### src/rtl/kernel_rf_loader.sv
// rtl/kernel_rf_loader.sv - packs an interleaved weight stream into 4-wide kernel RF writes
// and arbitrates the shared macro chip-enable between loading and compute-side reads.
module kernel_rf_loader #(
  parameter int DW = 16,
  parameter int AW = 9
) (
  input  logic                 clk,
  input  logic                 rst,
  input  logic                 start,
  input  logic [AW-1:0]        base_addr,
  input  logic [AW-1:0]        len_m1,
  input  logic                 in_valid,
  output logic                 in_ready,
  input  logic signed [DW-1:0] in_data,
  input  logic                 kernel_rd_en,
  output logic                 busy,
  output logic                 done,
  output logic                 kernel_rf_en,
  output logic                 kernel_rf_wr_en,
  output logic [AW-1:0]        kernel_rf_wr_addr,
  output logic signed [DW-1:0] kernel1_rf_wr_data,
  output logic signed [DW-1:0] kernel2_rf_wr_data,
  output logic signed [DW-1:0] kernel3_rf_wr_data,
  output logic signed [DW-1:0] kernel4_rf_wr_data
);

  typedef enum logic [1:0] {IDLE, LOAD, FLUSH} state_t;

  state_t                state;
  logic [1:0]            lane;
  logic [AW-1:0]         grp;
  logic [AW-1:0]         len_q;
  logic [AW-1:0]         addr;
  logic signed [DW-1:0]  stage0, stage1, stage2;

  always_ff @(posedge clk) begin
    if (rst) begin
      state              <= IDLE;
      lane               <= '0;
      grp                <= '0;
      len_q              <= '0;
      addr               <= '0;
      stage0             <= '0;
      stage1             <= '0;
      stage2             <= '0;
      in_ready           <= 1'b0;
      busy               <= 1'b0;
      done               <= 1'b0;
      kernel_rf_en       <= 1'b1;
      kernel_rf_wr_en    <= 1'b1;
      kernel_rf_wr_addr  <= '0;
      kernel1_rf_wr_data <= '0;
      kernel2_rf_wr_data <= '0;
      kernel3_rf_wr_data <= '0;
      kernel4_rf_wr_data <= '0;
    end else begin
      done <= 1'b0;
      case (state)
        IDLE: begin
          // Reads own the macro only while no load is running, including the start cycle.
          kernel_rf_en    <= ~kernel_rd_en;
          kernel_rf_wr_en <= 1'b1;
          if (start) begin
            addr     <= base_addr;
            len_q    <= len_m1;
            lane     <= '0;
            grp      <= '0;
            in_ready <= 1'b1;
            busy     <= 1'b1;
            state    <= LOAD;
          end
        end
        LOAD: begin
          kernel_rf_en    <= 1'b1;
          kernel_rf_wr_en <= 1'b1;
          if (in_valid && in_ready) begin
            lane <= lane + 2'd1;
            case (lane)
              2'd0: stage0 <= in_data;
              2'd1: stage1 <= in_data;
              2'd2: stage2 <= in_data;
              default: begin
                kernel1_rf_wr_data <= stage0;
                kernel2_rf_wr_data <= stage1;
                kernel3_rf_wr_data <= stage2;
                kernel4_rf_wr_data <= in_data;
                kernel_rf_wr_addr  <= addr;
                kernel_rf_en       <= 1'b0;
                kernel_rf_wr_en    <= 1'b0;
                addr               <= addr + 1'b1;
                grp                <= grp + 1'b1;
                if (grp == len_q) begin
                  in_ready <= 1'b0;
                  state    <= FLUSH;
                end
              end
            endcase
          end
        end
        FLUSH: begin
          kernel_rf_en    <= 1'b1;
          kernel_rf_wr_en <= 1'b1;
          busy            <= 1'b0;
          done            <= 1'b1;
          state           <= IDLE;
        end
        default: state <= IDLE;
      endcase
    end
  end

endmodule

### config.mk
export PLATFORM = sky130hd
export DESIGN_NAME = kernel_rf_loader
export DESIGN_NICKNAME = d
export VERILOG_FILES = /design/src/rtl/kernel_rf_loader.sv
export SDC_FILE = /design/constraint.sdc
export NUM_CORES = 1
export LEC_CHECK = 0
export CAP_MARGIN = 20
export CORE_MARGIN = 4
export CORE_UTILIZATION = 35
export DETAILED_ROUTE_END_ITERATION = 16
export GPL_TIMING_DRIVEN = 0
export SLEW_MARGIN = 0
export SYNTH_ARGS = -nofsm -noshare
export SYNTH_HDL_FRONTEND = slang
export SYNTH_SLANG_ARGS = --single-unit
### constraint.sdc
create_clock -name clk -period 2.95 [get_ports clk]
set_clock_uncertainty 0.05 [all_clocks]
set_input_delay 0.885 -clock clk [delete_from_list [all_inputs] [get_ports clk]]
set_output_delay 0.885 -clock clk [all_outputs]
set_load 0.01 [all_outputs]
==> results_dict.tcl, run 1 <==
set metrics [dict create \
    nets 953 \
    die_w_um 140 \
    rsz0062_at_grt "no" \
    wl_met1_mm 8.06 \
    seq_area_mm2 0.00314 \
    wire_per_inst_um 15.1 \
    period_share_pct 81.7 \
    finalWeightedCongestion 0.841 \
    finalNonFillerCells 1142 \
    fin_util_pct 47.6 \
    numCtsBuffers 17 \
    path_cells "clkdlybuf4s50_1" \
    yosysSeqAreaShare_pct 51.2 \
    cp_slowest_cell "clkdlybuf4s50_1" \
    die_y_um 140 \
    worstSetupStartpointType "flip-flop" \
    yosysTopAreaCell "dfxtp_1" \
    peakVddDrop_mv 0.409 \
    syn_to_final_growth_pct 33.6 \
    clk_pin_slew_ns 0.07 \
    wl_mm 17.2 \
    floorplan.initialDensity_pct 35.6 \
    htreeDepth 4 \
    worstSetupEndpointType "output pin" \
    fillers 1731 \
    rr_startpoint "state[1]" \
    worstSetupPathType "flip-flop to output pin" \
    max_freq_ghz 0.415 \
    synth_top_area_share_pct 51.2 \
    finalHoldViolations 0 \
    syn_inst 770 \
    dr_total_vias 5477 \
    cts_resized 0 \
    synth_commonest_cells "nand2_1 (283), dfxtp_1 (157), a21oi_1 (143), nor2_1 (24), clkbuf_1 (22)" \
    cts.sinks 157 \
    crit_family "buffers and inverters" \
    critPathMaxStageDelay_ns 0.61 \
    dp_hpwl_mm 12.6 \
    grt-ovfl-total 0 \
    grtUsageTotal_pct 17.9 \
    rrSetupSlack_ns 0.95 \
    worst_pin_slew_ns 0.697 \
    vias_per_cell 4.80 \
    worstHoldPathCells 2 \
    drt_iter0_markers 349 \
    top_layer "met4" \
    rr_endpoint "kernel4_rf_wr_data[6]" \
    worst_slack_ns 0.540 \
    worst-r2r-cell-count 7 \
    cp_num_cells 1 \
    slew_headroom_pct 53.5 \
    period_minus_slack_ns 2.41 \
    synthFlopType "dfxtp_1" \
    ys_top_cells_by_area "dfxtp_1 (51%), nand2_1 (17%), a21oi_1 (12%)" \
    grt_pass1_vias 5109 \
    wl_met2_mm 7.88 \
    tns_ns 0 \
    rows 48 \
    hold_path_startpoint "stage0[8]" \
    drive_gt1_share_pct 7.31 \
    antenna_found_initial 0 \
    status "finished, final reports clean" \
    cts_setup_buffers 0 \
    tritoncts "done" \
    finalSetupViolations 0 \
    p_leak_nw 2.80 \
    cap_violations 0 \
    synth-async-reset-ratio_pct 0 \
    powerDensity_mw_per_mm2 663 \
    grt_start_max_net_pins 17 \
    drv_slew 0 \
    design.core.area_mm2 0.0172 \
    io_buffers 115 \
    whs_ns 0.396 \
    synth_warnings 0 \
    drc 0 \
    clockRootBuffer "clkbuf_16" \
    synth_nets 819 \
    min_to "kernel1_rf_wr_data[8]" \
    dp.cells 1110 \
    syn_area_mm2 0.00613 \
    wl_met3_mm 1.04 \
    synth_edf_count 0 \
    worstPathMaxFanout 7 \
    synth-seq-cells 157 \
    yosysMostFrequentCell "nand2_1" \
    placed_area_mm2 0.00757 \
    path_buf_inv 1 \
    p_total_mw 5.44 \
    worstPathArrival_ns 1.47 \
    antenna_cells 0 \
    crit_required_ns 2.02 \
    stdcell_area_mm2 0.00820 \
    dpl_worst_slack_ns 0.180 \
    syn_area_per_cell_um2 7.97 \
    firstDrtPassIters 5 \
    multiInputGateArea_mm2 0.00270 \
    cts_hold_buffers 0 \
    clockBufferDepth 2 \
    die_area_mm2 0.0197 \
    min_path_type "flip-flop to flip-flop" \
    clock_latency_ns 0.42 \
    synth_cell_types 46 \
    ant_nets 0 \
    grt_pass1_wl_mm 27.8 \
    num_io_pins 117 \
]
## power by group
part | leakage (nW) | internal, mW | switching [mW] | total, mW
Sequential | 1.27 | 2.21 | 0.0854 | 2.29
Combinational | 1.22 | 0.332 | 0.471 | 0.803
Clock | 0.305 | 1.40 | 0.941 | 2.34
Total | 2.80 | 3.94 | 1.50 | 5.44
## cell type report
class                   count  area share (%)
plain buffers              52            3.31
clock inverters            13            2.15
clock buffers              19            5.53
repair buffers            115            14.0
inverters                   5           0.229
flip-flops and latches    157            38.3
well taps                 225            3.43
multi-input cells         556            33.0
## worst max path at each step
| stage | from | endpoint | slack [ns] |
|---|---|---|---|
| floorplan | start | addr[3] | 0.99 |
| global placement | in_valid | kernel4_rf_wr_data[8] | 0.20 |
| detailed placement | in_valid | kernel4_rf_wr_data[6] | 0.18 |
| CTS | in_ready | in_ready | 0.52 |
| global route | in_ready | in_ready | 0.45 |
| finish | in_ready | in_ready | 0.54 |
## cells by family after synthesis
group                      share of synthesized area (%)
buffers and inverters                               4.73
xor gates and xnor gates                            2.28
muxes                                              0.163
adders and majority gates                           2.04
and+or+nand+nor                                     23.9
AOI/OAI and AO/OA                                   15.6
DFF                                                 51.2
## state kept, by name, summed over array words and instances, names as in the netlist, 16 cells and up
signal / flops
kernel1_rf_wr_data: 16
stage2: 16
kernel4_rf_wr_data: 16
kernel3_rf_wr_data: 16
stage0: 16
stage1: 16
kernel2_rf_wr_data: 16
## layout by cell type, fill, tap and decap left out, types with 3 or more instances in the layout
cell type | synthesis | routed
clkbuf_16 | 0 | 17
xor2_1 | 12 | 12
ha_1 | 10 | 10
bufinv_16 | 0 | 3
dfxtp_1 | 157 | 157
nor2_1 | 24 | 24
nand2_1 | 283 | 283
buf_1 | 5 | 5
and2_1 | 4 | 4
nand3_1 | 8 | 8
buf_6 | 4 | 4
buf_4 | 4 | 4
and3_1 | 4 | 4
nor2b_1 | 6 | 6
inv_1 | 5 | 5
nand4_1 | 7 | 7
nand2b_1 | 5 | 5
a21oi_1 | 143 | 143
buf_2 | 15 | 15
o21ai_0 | 7 | 7
o211ai_1 | 3 | 3
clkbuf_1 | 22 | 22
clkdlybuf4s50_1 | 0 | 115
nor3_1 | 4 | 4
xnor2_1 | 4 | 4
inv_6 | 0 | 4
## metal layers
layer / track usage [%] / up-vias
li1: - / 2814
met1: 24.2 / 2492
met2: 27.5 / 146
met3: 5.02 / 25
met4: 5.86 / 0
met5: 0 / -
No activity file was read; power rests on OpenSTA's default activity.
==> run 2, diff against run 1 <==
Clock period 2.95 ns to 1.9 ns, I/O delays scaled along.
==> results_dict.tcl, run 2 (synthesis gave the netlist of run 1 again) <==
set metrics [dict create \
    die_area_mm2 0.0197 \
    dp.cells 1110 \
    design.core.area_mm2 0.0172 \
    htreeDepth 4 \
    path_buf_inv 1 \
    wl_met3_mm 1.02 \
    ant_nets 0 \
    finalHoldViolations 0 \
    wl_met1_mm 8.17 \
    fillers 1740 \
    max_freq_ghz 0.552 \
    clk_pin_slew_ns 0.07 \
    finalWeightedCongestion 0.841 \
    grt_pass1_vias 5121 \
    die_y_um 140 \
    rsz0062_at_grt "yes" \
    syn_to_final_growth_pct 34.2 \
    rows 48 \
    grtUsageTotal_pct 17.9 \
    status "finished, final reports clean" \
    numCtsBuffers 17 \
    period_minus_slack_ns 1.81 \
    clockBufferDepth 2 \
    firstDrtPassIters 4 \
    drc 0 \
    wl_met2_mm 7.94 \
    finalNonFillerCells 1143 \
    worstPathMaxFanout 7 \
    nets 954 \
    crit_family "flip-flops" \
    final_common_cell "nand2_1" \
    wl_mm 17.5 \
    drt_iter0_markers 383 \
    min_path_type "flip-flop to flip-flop" \
    tritoncts "done" \
    stdcell_area_mm2 0.00823 \
    worstPathArrival_ns 1.19 \
    critPathMaxStageDelay_ns 0.45 \
    antenna_cells 0 \
    io_buffers 115 \
    placed_area_mm2 0.00757 \
    drv_slew 0 \
    powerDensity_mw_per_mm2 1040 \
    combPwrFrac_pct 15.6 \
    worstSetupEndpointType "output pin" \
    seqPwrFrac_pct 41.7 \
    p_leak_nw 3.24 \
    layout_common_cells "nand2_1 (280), dfxtp_1 (155), a21oi_1 (143)" \
    crit_required_ns 1.28 \
    num_io_pins 117 \
    worst_pin_slew_ns 0.704 \
    finalSetupViolations 0 \
    grt_pass1_wl_mm 27.9 \
    slew_headroom_pct 53.0 \
    peakVddDrop_mv 0.623 \
    period_share_pct 95.4 \
    vias_per_cell 4.83 \
    path_cells "dlygate4sd2_1" \
    p_clk_share_pct 42.6 \
    dr_total_vias 5521 \
    p_int_mw 6.17 \
    grt-ovfl-total 0 \
    worstSetupPathType "flip-flop to output pin" \
    wire_per_inst_um 15.3 \
    grt_start_max_net_pins 17 \
    drive_gt1_share_pct 9.59 \
    swShare_pct 27.7 \
    top_layer "met4" \
    cap_violations 0 \
    p_sw_mw 2.37 \
    tns_ns 0 \
    clock_latency_ns 0.42 \
    floorplan.initialDensity_pct 35.6 \
    cp_slowest_cell "dfxtp_1" \
    dp_hpwl_mm 12.6 \
    worstSetupStartpointType "flip-flop" \
    cts_hold_buffers 0 \
    antenna_found_initial 0 \
    clockRootBuffer "clkbuf_16" \
    die_w_um 140 \
    cts.sinks 157 \
]
[run 2: changes by cell type in the layout (fill, tap and decap cells not counted), moves of 3 or more]
cell | previous run | this run
buf_2 | 15 | 7
clkbuf_1 | 22 | 18
buf_6 | 4 | 7
nand2_1 | 283 | 280
dlygate4sd2_1 | 0 | 77
buf_1 | 5 | 0
nand2_2 | 0 | 3
clkbuf_4 | 0 | 5
buf_4 | 4 | 10
dlymetal6s2s_1 | 0 | 3
clkdlybuf4s50_1 | 115 | 35
[run 2: power groups by stage]
| stage | sequential (mW) | combinational [mW] | clock (mW) |
|---|---|---|---|
| detailed placement | 3.63 | 1.25 | 0 |
| global placement | 3.63 | 1.25 | 0 |
| finish | 3.56 | 1.34 | 3.64 |
| CTS | 3.56 | 1.30 | 3.69 |
| floorplan | 3.61 | 0.861 | 0 |
| global route | 3.59 | 1.49 | 3.85 |
[run 2: path summary, 6_finish.rpt]
kind,from,to,slack (ns),depth (start not counted)
max,in_ready,in_ready,0.09,1
min,stage0[8],kernel1_rf_wr_data[8],0.40,2
min reg2reg,stage0[8],kernel1_rf_wr_data[8],0.40,2
max reg2reg,state[1],lane[1],0.12,8
[run 2: cell type report]
cell class	instances	area, µm²	share of cell area (%)
timing repair buffer	118	1110	13.5
sequential	157	3150	38.2
buffer	50	317	3.84
multi-input combinational	556	2730	33.2
tap	225	282	3.42
inverter	5	18.8	0.228
clock inverter	13	176	2.14
clock buffer	19	453	5.50
[run 2: timing repair]
action	4_1_cts	5_1_grt
pin swaps	1	4
resized for setup	89	32
setup endpoints to repair	140	129
buffers inserted	2	1
[run 2: through the flow]
step                      setup slack, ns  hold slack, ns  util, %  power [mW]
after floorplan                     0.250           0.382        -        4.47
after global routing              -0.0240           0.416     47.8        8.92
after CTS                         0.00300           0.397     47.3        8.55
after detailed placement           -0.555           0.394     43.9        4.89
final                              0.0879           0.397     47.8        8.54
after global placement             -0.538           0.393     43.9        4.88
[run 2: worst min-delay path, cell delays in order (launching register included)]
cell and delay (ns):
dfxtp_1 0.31, nand2_1 0.05, a21oi_1 0.05
[run 2: metal layers]
layer	vias up	GRT usage [%]
met5	-	0
met2	135	27.5
met1	2535	24.5
met3	26	4.64
met4	0	6.22
li1	2825	-
==> run 3, diff against run 2 <==
Settings changed: CAP_MARGIN 20 to 25, CORE_ASPECT_RATIO set to 0.8, HOLD_SLACK_MARGIN set to 0.15.
==> results_dict.tcl, run 3 (synthesis gave the netlist of run 1 again) <==
set metrics [dict create \
    status "finished, final reports clean" \
    vias_per_cell 4.83 \
    dr_total_vias 5522 \
    drive_gt1_share_pct 10.0 \
    crit_required_ns 2.17 \
    wl_met2_mm 7.62 \
    worstSetupPathType "flip-flop to flip-flop" \
    die_area_mm2 0.0197 \
    wire_per_inst_um 15.5 \
    tns_ns 0 \
    firstDrtPassIters 5 \
    crit_start "state[1]" \
    tritoncts "done" \
    rrSetupSlack_ns 0.1 \
    whs_ns 0.399 \
    numCtsBuffers 17 \
    num_io_pins 117 \
    slew_headroom_pct 55.1 \
    cts_hold_buffers 0 \
    syn_to_final_growth_pct 33.8 \
    grt_pass1_vias 5014 \
    peakVddDrop_mv 0.561 \
    io_buffers 115 \
    htreeDepth 4 \
    wl_met1_mm 9.13 \
    hold_path_startpoint "kernel4_rf_wr_data[8]" \
    worstPathMaxFanout 4 \
    worst-r2r-cell-count 7 \
    finalWeightedCongestion 0.840 \
    finalNonFillerCells 1144 \
    rr_startpoint "state[1]" \
    path_cells "inv_2, ha_2, and2b_2, a21oi_2, nand2b_1, nand3b_1, a221oi_1" \
    dp_hpwl_mm 12.7 \
    grtUsageTotal_pct 18.1 \
    worstSetupStartpointType "flip-flop" \
    finalSetupViolations 0 \
    period_minus_slack_ns 1.80 \
    crit_family "simple AND/OR/NAND/NOR gates" \
    worstPathArrival_ns 2.07 \
    cp_num_cells 7 \
    drv_slew 0 \
    rows 43 \
    clockBufferDepth 2 \
    wl_met3_um 795 \
    floorplan.initialDensity_pct 35.5 \
    clock_latency_ns 0.42 \
    placed_area_mm2 0.00757 \
    cp_slowest_cell "dfxtp_1" \
    ant_nets 0 \
    rr_endpoint "state[0]" \
    cts.sinks 157 \
    p_leak_nw 3.23 \
    layout_common_cells "nand2_1 (281), dfxtp_1 (153), a21oi_1 (142)" \
    final_common_cell "nand2_1" \
    finalHoldViolations 0 \
    top_layer "met4" \
    period_share_pct 94.9 \
    critPathMaxStageDelay_ns 0.37 \
    stdcell_area_mm2 0.00821 \
    grt-ovfl-total 0 \
    wl_mm 17.8 \
    drt_iter0_markers 414 \
    powerDensity_mw_per_mm2 1030 \
    drc 0 \
    nets 957 \
    max_freq_ghz 0.555 \
    grt_pass1_wl_mm 28.1 \
    grt_start_max_net_pins 17 \
    worstSetupEndpointType "flip-flop" \
    crit_end "state[0]" \
    antenna_found_initial 0 \
    cap_violations 0 \
    clk_pin_slew_ns 0.06 \
    clockRootBuffer "clkbuf_16" \
    antenna_cells 0 \
    design.core.area_mm2 0.0173 \
    die_y_um 126 \
    die_w_um 156 \
    dp.cells 1110 \
    worst_pin_slew_ns 0.674 \
    path_buf_inv 1 \
    min_path_type "flip-flop to flip-flop" \
]
run 3: worst register-to-register path: stages (launching register included):
cell and delay (ns):
dfxtp_1 0.37, inv_2 0.08, ha_2 0.20, and2b_2 0.27, a21oi_2 0.14, nand2b_1 0.12
nand3b_1 0.18, a221oi_1 0.27
run 3: how the worst min path moves through the flow:
stage / endpoint / slack (ns) / depth (start not counted)
floorplan: kernel1_rf_wr_data[0] / 0.38 / 2
global route: kernel4_rf_wr_data[12] / 0.42 / 2
detailed placement: kernel1_rf_wr_data[4] / 0.39 / 2
finish: kernel4_rf_wr_data[8] / 0.40 / 2
CTS: kernel1_rf_wr_data[2] / 0.40 / 2
global placement: kernel1_rf_wr_data[4] / 0.39 / 2
run 3: final cells by class:
type	instances	area, µm²
fillers	1763	9060
flip-flops and latches	157	3150
multi-input cells	556	2740
repair buffers	120	1100
clock buffers	20	467
plain buffers	51	315
well taps	225	282
clock inverters	10	139
inverters	5	18.8
run 3: layer usage:
metal,vias to the layer above,track usage [%]
li1,2818,-
met1,2578,27.5
met2,108,25.6
met3,18,4.60
met4,0,4.27
met5,-,0
run 3: where the power goes:
part	internal (mW)	switching, mW	total, mW
logic	0.588	0.795	1.38
registers	3.44	0.147	3.58
clock network	2.16	1.36	3.52
run 3: timing repair:
item | 4_1_cts | 5_1_grt
setup endpoints to repair | 172 | 127
pin swaps | 1 | 3
buffers inserted | 5 | 0
gates resized for setup | 90 | 35
endpoints found under the hold margin | 0 | 0
run 3: per-stage QoR:
stage	worst slack [ns]	total power, mW	utilization [%]
floorplan	0.250	4.47	-
global placement	-0.547	4.90	43.8
detailed placement	-0.572	4.90	43.8
CTS	0.00346	8.44	47.1
global route	-0.0261	8.84	47.5
finish	0.0970	8.48	47.5
